`config.mk`:
```
export PLATFORM = sky130hd
export DESIGN_NAME = spi_display_fill
export DESIGN_NICKNAME = d
export VERILOG_FILES = /design/src/rtl/spi_display_fill.sv
export SDC_FILE = /design/constraint.sdc
export NUM_CORES = 1
export LEC_CHECK = 0
export CELL_PAD_IN_SITES_DETAIL_PLACEMENT = 0
export CELL_PAD_IN_SITES_GLOBAL_PLACEMENT = 1
export CORE_MARGIN = 10
export CORE_UTILIZATION = 42
export DETAILED_ROUTE_END_ITERATION = 12
export PLACE_DENSITY = 0.81
export SYNTH_ARGS = -nofsm -noshare
export SYNTH_HDL_FRONTEND = slang
export SYNTH_SLANG_ARGS = --single-unit
```
`constraint.sdc`:
```
create_clock -name clock -period 2.11 [get_ports clock]
set_input_delay 0.3165 -clock clock [delete_from_list [all_inputs] [get_ports clock]]
set_output_delay 0.3165 -clock clock [all_outputs]
set_load 0.02 [all_outputs]
```
`src/rtl/spi_display_fill.sv`:
```
// spi_display_fill: rectangle-fill command generator for SPI TFT panels.
// Emits CASET/RASET window setup, RAMWR, then one solid colour per pixel as
// a {dc, byte} word stream with a get/empty handshake.
// Optional feature macro: FILL_RGB666_EN (3 bytes per pixel, 18-bit format);
// when undefined, pixels are sent as 2 bytes of RGB565.
module spi_display_fill #(
  parameter int W = 8
) (
  input  logic         clock,
  input  logic         reset_n,
  input  logic         start,
  input  logic [W-1:0] x0,
  input  logic [W-1:0] x1,
  input  logic [W-1:0] y0,
  input  logic [W-1:0] y1,
  input  logic [15:0]  colour,
  output logic [8:0]   out,
  input  logic         get,
  output logic         empty,
  output logic         busy,
  output logic         done
);

`ifdef FILL_RGB666_EN
  localparam int B = 3;
`else
  localparam int B = 2;
`endif

  typedef enum logic [2:0] {IDLE, CASET, RASET, RAMWR, PIXEL} state_t;

  state_t         state;
  logic [2:0]     idx;
  logic [1:0]     bidx;
  logic [2*W:0]   count;
  logic [W-1:0]   lx0, lx1, ly0, ly1;
  logic [15:0]    lcol;

  logic           window_ok;
  logic           pop;
  logic [2*W:0]   n_pix;

  // Coordinates go out as the low byte of a 16-bit value, zero-extended.
  function automatic logic [7:0] coord_byte(input logic [W-1:0] c);
    logic [7:0] v;
    v = '0;
    v[W-1:0] = c;
    return v;
  endfunction

  // Word for position i (1..4) of a CASET/RASET parameter list: 00,a,00,b.
  function automatic logic [8:0] param_word(input logic [2:0] i, input logic [W-1:0] a,
                                            input logic [W-1:0] b);
    case (i)
      3'd2:    return {1'b1, coord_byte(a)};
      3'd4:    return {1'b1, coord_byte(b)};
      default: return 9'h100;
    endcase
  endfunction

  // Data word carrying byte i of one pixel in the selected panel format.
  function automatic logic [8:0] pixel_word(input logic [1:0] i, input logic [15:0] c);
`ifdef FILL_RGB666_EN
    case (i)
      2'd0:    return {1'b1, c[15:11], c[15], 2'b00};
      2'd1:    return {1'b1, c[10:5], 2'b00};
      default: return {1'b1, c[4:0], c[4], 2'b00};
    endcase
`else
    case (i)
      2'd0:    return {1'b1, c[15:8]};
      default: return {1'b1, c[7:0]};
    endcase
`endif
  endfunction

  // Window validity and pixel count are evaluated on the raw inputs so they
  // can be latched together with them when start is accepted.
  always_comb begin
    window_ok = (x0 <= x1) && (y0 <= y1);
    n_pix = (2*W+1)'({1'b0, x1} - {1'b0, x0} + (W+1)'(1))
          * (2*W+1)'({1'b0, y1} - {1'b0, y0} + (W+1)'(1));
    pop = get && !empty;
  end

  // Sequencer: every output is registered, each pop advances one word.
  always_ff @(posedge clock or negedge reset_n) begin
    if (!reset_n) begin
      state <= IDLE;
      idx   <= '0;
      bidx  <= '0;
      count <= '0;
      lx0   <= '0;
      lx1   <= '0;
      ly0   <= '0;
      ly1   <= '0;
      lcol  <= '0;
      out   <= 9'h000;
      empty <= 1'b1;
      busy  <= 1'b0;
      done  <= 1'b0;
    end else begin
      done <= 1'b0;
      case (state)
        IDLE: begin
          if (start) begin
            if (window_ok) begin
              lx0   <= x0;
              lx1   <= x1;
              ly0   <= y0;
              ly1   <= y1;
              lcol  <= colour;
              count <= n_pix;
              idx   <= '0;
              bidx  <= '0;
              out   <= 9'h02A;
              empty <= 1'b0;
              busy  <= 1'b1;
              state <= CASET;
            end else begin
              done <= 1'b1;
            end
          end
        end
        CASET: begin
          if (pop) begin
            if (idx == 3'd4) begin
              idx   <= '0;
              out   <= 9'h02B;
              state <= RASET;
            end else begin
              idx <= idx + 3'd1;
              out <= param_word(idx + 3'd1, lx0, lx1);
            end
          end
        end
        RASET: begin
          if (pop) begin
            if (idx == 3'd4) begin
              idx   <= '0;
              out   <= 9'h02C;
              state <= RAMWR;
            end else begin
              idx <= idx + 3'd1;
              out <= param_word(idx + 3'd1, ly0, ly1);
            end
          end
        end
        RAMWR: begin
          if (pop) begin
            bidx  <= '0;
            out   <= pixel_word(2'd0, lcol);
            state <= PIXEL;
          end
        end
        PIXEL: begin
          if (pop) begin
            if (bidx == 2'(B - 1)) begin
              bidx <= '0;
              if (count == (2*W+1)'(1)) begin
                count <= '0;
                out   <= 9'h000;
                empty <= 1'b1;
                busy  <= 1'b0;
                done  <= 1'b1;
                state <= IDLE;
              end else begin
                count <= count - (2*W+1)'(1);
                out   <= pixel_word(2'd0, lcol);
              end
            end else begin
              bidx <= bidx + 2'd1;
              out  <= pixel_word(bidx + 2'd1, lcol);
            end
          end
        end
        default: state <= IDLE;
      endcase
    end
  end

endmodule

```
After elaboration in Yosys (flattened, before gate mapping) --
Index checks and enable logic that the tools add are counted.
Cells by class: $lt $le $gt $ge 2, $mul 1, reduce and logical (&&, ||, !) cells 17, div/mod/pow operators 0, mux-type cells 60, shift operators 0, bitwise logic cells 0, add/sub/neg operators 7, eq/ne operators 20
Operators with widths (count):
- 2-to-1 mux 9 bit | 10
- 2-to-1 mux 17 bit | 5
- case mux 9 bit (5 select lines) | 1
- 2-to-1 mux 3 bit | 14
- case mux 17 bit (2 select lines) | 1
- case mux 8 bit (2 select lines) | 2
- adder 9 x 2 -> 10 bit, second input constant | 2
- != test 2 bit, second input constant | 10
- subtractor 8 x 8 -> 9 bit | 2
- equality test 17 x 1 -> 1 bit, second input constant | 1
- multiplier 10 x 10 -> 17 bit | 1
- subtractor 17 x 1 -> 17 bit, second input constant | 1
- <= comparator 8 bit | 2
- 2-to-1 mux 1 bit | 15
- case mux 3 bit (5 select lines) | 1
- 2-to-1 mux 2 bit | 5
- AND reduction 10 bit | 1
- AND reduction 5 bit | 2
- equality test 3 x 2 -> 1 bit, second input constant | 3
- equality test 3 bit, second input constant | 3
- 2-to-1 mux 8 bit | 1
- AND reduction 7 bit | 1
- case mux 1 bit (2 select lines) | 3
- case mux 2 bit (3 select lines) | 1
- other kinds (17) | 19
Storage, ports and cells: flip-flop bits (word level) 85, output and inout port bits 12, memory bits (read-only) 0, bits in latches 0, input port bits 52, bits in writable memories 0, memories kept 0, word-level logic and storage cells 120

Depth between registers and ports, before layout --
depth after elaboration 6, gate-level depth with buffers 32, mapped depth without buffers 32

Worst setup path after synthesis --
Ideal clock, no wire load.
path kind input port to flip-flop, from in y1[0], to reg count[16], stages on the path 32, required time 1.992 ns, library setup time 0.118 ns, arrival 6.981 ns, setup slack -4.989 ns, path buffers 1, cell sequence inv_1 ha_1 inv_1 fa_1 a211oi_2 o21bai_1 a21oi_1 xor2_1 nor4_1 or2_2 clkbuf_1 inv_1 nand2_1 fa_1 fa_1 inv_1 fa_1 fa_1 inv_1 fa_1 inv_1 ha_1 inv_1 a21oi_1 and3_1 a211oi_1 nor2b_1 o21ai_0 nand2b_1 a31oi_1 xor2_1 a21o_1
On the way: word-level cells in the longest chain between the ends 6, elaborated cells on any way between the ends 10, those cells by class 2 x add/sub; 1 x mul; 1 x order compare; 1 x eq/ne; 3 x mux; 2 x reduce/logical
RTL lines:
- start, declared | line 15 | input logic [W-1:0] y1,
- subtractor 8 x 8 -> 9 bit | line 82 | * (2*W+1)'({1'b0, y1} - {1'b0, y0} + (W+1)'(1));
- adder 9 x 2 -> 10 bit | line 82
- multiplier 10 x 10 -> 17 bit | line 82
- 2-to-1 mux 17 bit | line 107 | if (window_ok) begin
- 2-to-1 mux 17 bit | line 106 | if (start) begin
- case mux 17 bit (2 select lines) | line 104 | case (state)
- end signal, assigned | line 113 | count <= n_pix;
- end signal, assigned | line 168 | count <= count - (2*W+1)'(1);
- end, declared | line 35 | logic [2*W:0] count;
Several ways; a longest one is shown, not always the timed one. The select of a mux whose other input is x is not followed. A chain may end at the register's enable or synchronous reset.

Final worst setup path --
Ends and elaborated chain as after synthesis.

==> results.ini <==
[status]
status = finished, violations left
violations = negative setup slack

[timing]
maxSlewViolCount = 0
setup_total_negative_slack_ps = -87170
final_hold_viol_count = 0
slew_headroom = 0.4176
fmax_mhz = 155.1
tightest_slew_ps = 867.0
finClkSkew_ps = 9.399
worst_slack_ps = -4338
grt_setup_unrepaired = true
post-route-period-util = 3.056
setup_viol = 83
fin_crit_ps = 6448

[global_routing]
grt_max_degree = 44
grt_pass1_vias = 8739
antenna_found_initial = 0
grt_util_all_layers = 0.2012
grt_pass1_wl_microns = 44150
grt.overflow.total = 0

[clock_tree]
clk_latency_ps = 360
cts-root-buf = clkbuf_16
cts_sinks = 85
clk_pin_slew_worst_paths_ps = 70
cts-buffers-inserted = 9
cts_buffer_depth = 2
cts_tree = built
htreeDepth = 3

[layout]
diodes = 0
area.sequential_sq_mm = 0.002128
syn_to_final_growth_pct = 56.47
fill_cells = 1551
nets = 1485
drive_above_1_share = 0.4087
multi_input_area_sq_mm = 0.007517

[setup_path]
r2r_cells = 8
r2r-start = count[9]
critPathMaxFanout = 7
crit_family = adder cells
cp-endpoint = count[16]
slowest_stage = fa_1
crit_arrival_ps = 6700
cp-startpoint = y1[0]
cpPeakStageDelay_ps = 510
critPathLaunchType = primary input
cp_num_cells = 32
crit_required_ps = 2360
reg2reg_slack_ps = -280
critPathBufInv = 8
reg2reg_to = out[4]
crit_path_end_kind = flop
path_class = in2reg

[placement]
place_congestion = 0.9057
pre_cts_ws_ps = -5199
dp_hpwl_microns = 21090
port_buffers = 63

[routing]
via_count = 8126
avgRoutedWirePerCell_microns = 17.50
totalWireLength_microns = 27430
ant_nets = 0
drtPass1Iterations = 5
viasPerCell = 5.186
drt-initial-drc-count = 481
drc = 0

[logic_synthesis]
netlist_area_sq_mm = 0.008856
synthCells = 976
ys.warnings.count = 0
synth_ff_type = dfrtp_1
seq_area_frac_synth = 0.2403
syn_nets = 1174
synth_largest_area_cell = dfrtp_1
synthDistinctLibCells = 68
yosys-top-cells-area = dfrtp_1 (24%), fa_1 (18%), ha_1 (9.6%)
synthArstFlopShare = 1.000
ys_ff_latch = 85
syn_area_per_cell_sq_um = 9.074
synth_edf_count = 0
synth_top_area_share = 0.2374

[die]
io_pins = 64
core_area_sq_mm = 0.02089
die_h_microns = 165.2
rows = 53
initial_core_util = 0.4240
die_area_sq_mm = 0.02729
die_x_microns = 165.2

[run]
drv_cap = 0

[hold_path]
hold_path.class = in2reg

worst min path at each step:
stage / startpoint / to / slack, ps / cells past startpoint
2_1_floorplan: reset_n / bidx[0] / 20 / 0
3_3_place_gp: reset_n / count[6] / 360 / 1
3_5_place_dp: reset_n / busy / 370 / 1
4_1_cts: y1[0] / ly1[0] / 210 / 2
5_1_grt: y1[0] / ly1[0] / 210 / 2
6_report: y1[0] / ly1[0] / 210 / 2
sequential cells by signal (all words and copies together), names as in the netlist, 3 cells and up:
name   count
lcol      16
ly1        8
lx1        8
lx0        8
ly0        8
idx        3
count     17
out        9
state      3
placed cells by master, fill, tap and decap left out, types with 30 or more instances in the layout:
| cell | netlist | final |
|---|---|---|
| buf_4 | 0 | 215 |
| inv_1 | 146 | 119 |
| dfrtp_1 | 84 | 84 |
| nor2_1 | 83 | 76 |
| fa_1 | 78 | 72 |
| nand2_1 | 72 | 63 |
| mux2_4 | 0 | 45 |
| ha_4 | 0 | 39 |
| a21oi_1 | 52 | 38 |
| buf_6 | 2 | 38 |
| clkdlybuf4s50_1 | 0 | 30 |
timing repair:
action,4_1_cts,5_1_grt
setup buffers,25,19
pin swaps,85,33
endpoints found under the setup margin,83,83
hold buffers,1,0
cloned,3,0
hold endpoints to repair,39,0
gates resized for setup,165,84
synthesized netlist by cell type, drive strengths merged (7+ instances only):
library cell  count
nor2             85
o21bai            8
xor2             23
a21oi            54
nor2b            11
a221oi            8
a21o              9
clkbuf           25
mux2             48
inv             146
ha               68
nand2            72
a31oi             7
fa               78
xnor2            26
nor3             14
and2             16
a22oi            13
nand3            23
nand4             8
and3              7
nand2b           13
dfrtp            84
o21ai            46
cell families after synthesis:
group / Yosys count / share of synthesized area
compound gates: 192 / 0.1423
xor+xnor: 50 / 0.05270
fa+ha+maj: 146 / 0.2724
buf+inv: 178 / 0.07770
flops: 85 / 0.2403
mux: 49 / 0.06216
simple gates: 276 / 0.1524
through the flow:
step | cell area (sq um) | util | hold WS [ps] | cells
finish | 13860 | 0.6634 | 213.9 | 1567
global route | 13860 | 0.6634 | 212.6 | 1567
CTS | 13330 | 0.6380 | 214.7 | 1548
detailed placement | 12160 | 0.5821 | 370.0 | 1504
global placement | 12160 | 0.5821 | 364.2 | 1504
floorplan | 9630 | - | 20.91 | 976
worst reg2reg max path: stages, from the launching register on:
cell and delay [ps]:
dfrtp_1 380, or3_1 430, nor4b_2 270, nand3_1 170, nor2_1 230, nor3_1 140
a21o_1 220, a221oi_1 340, a21oi_2 100
layout make-up:
type                    instances  share of cell area
inverters                     147             0.04217
repair buffers                331              0.2150
clock inverters                 7            0.005689
multi-input cells             713              0.5425
flip-flops and latches         85              0.1536
well taps                     275             0.02483
clock buffers                   9             0.01625
per-layer routing:
metal	global-route usage	vias to the layer above	share of wire
li1	-	3892	-
met1	0.2512	4031	0.43
met2	0.3531	167	0.51
met3	0.03173	36	0.041
met4	0.05354	0	0.020
met5	0	-	0
Power is not shown: default switching activity piles up to over one toggle a cycle in this logic, so the estimate is an artifact.
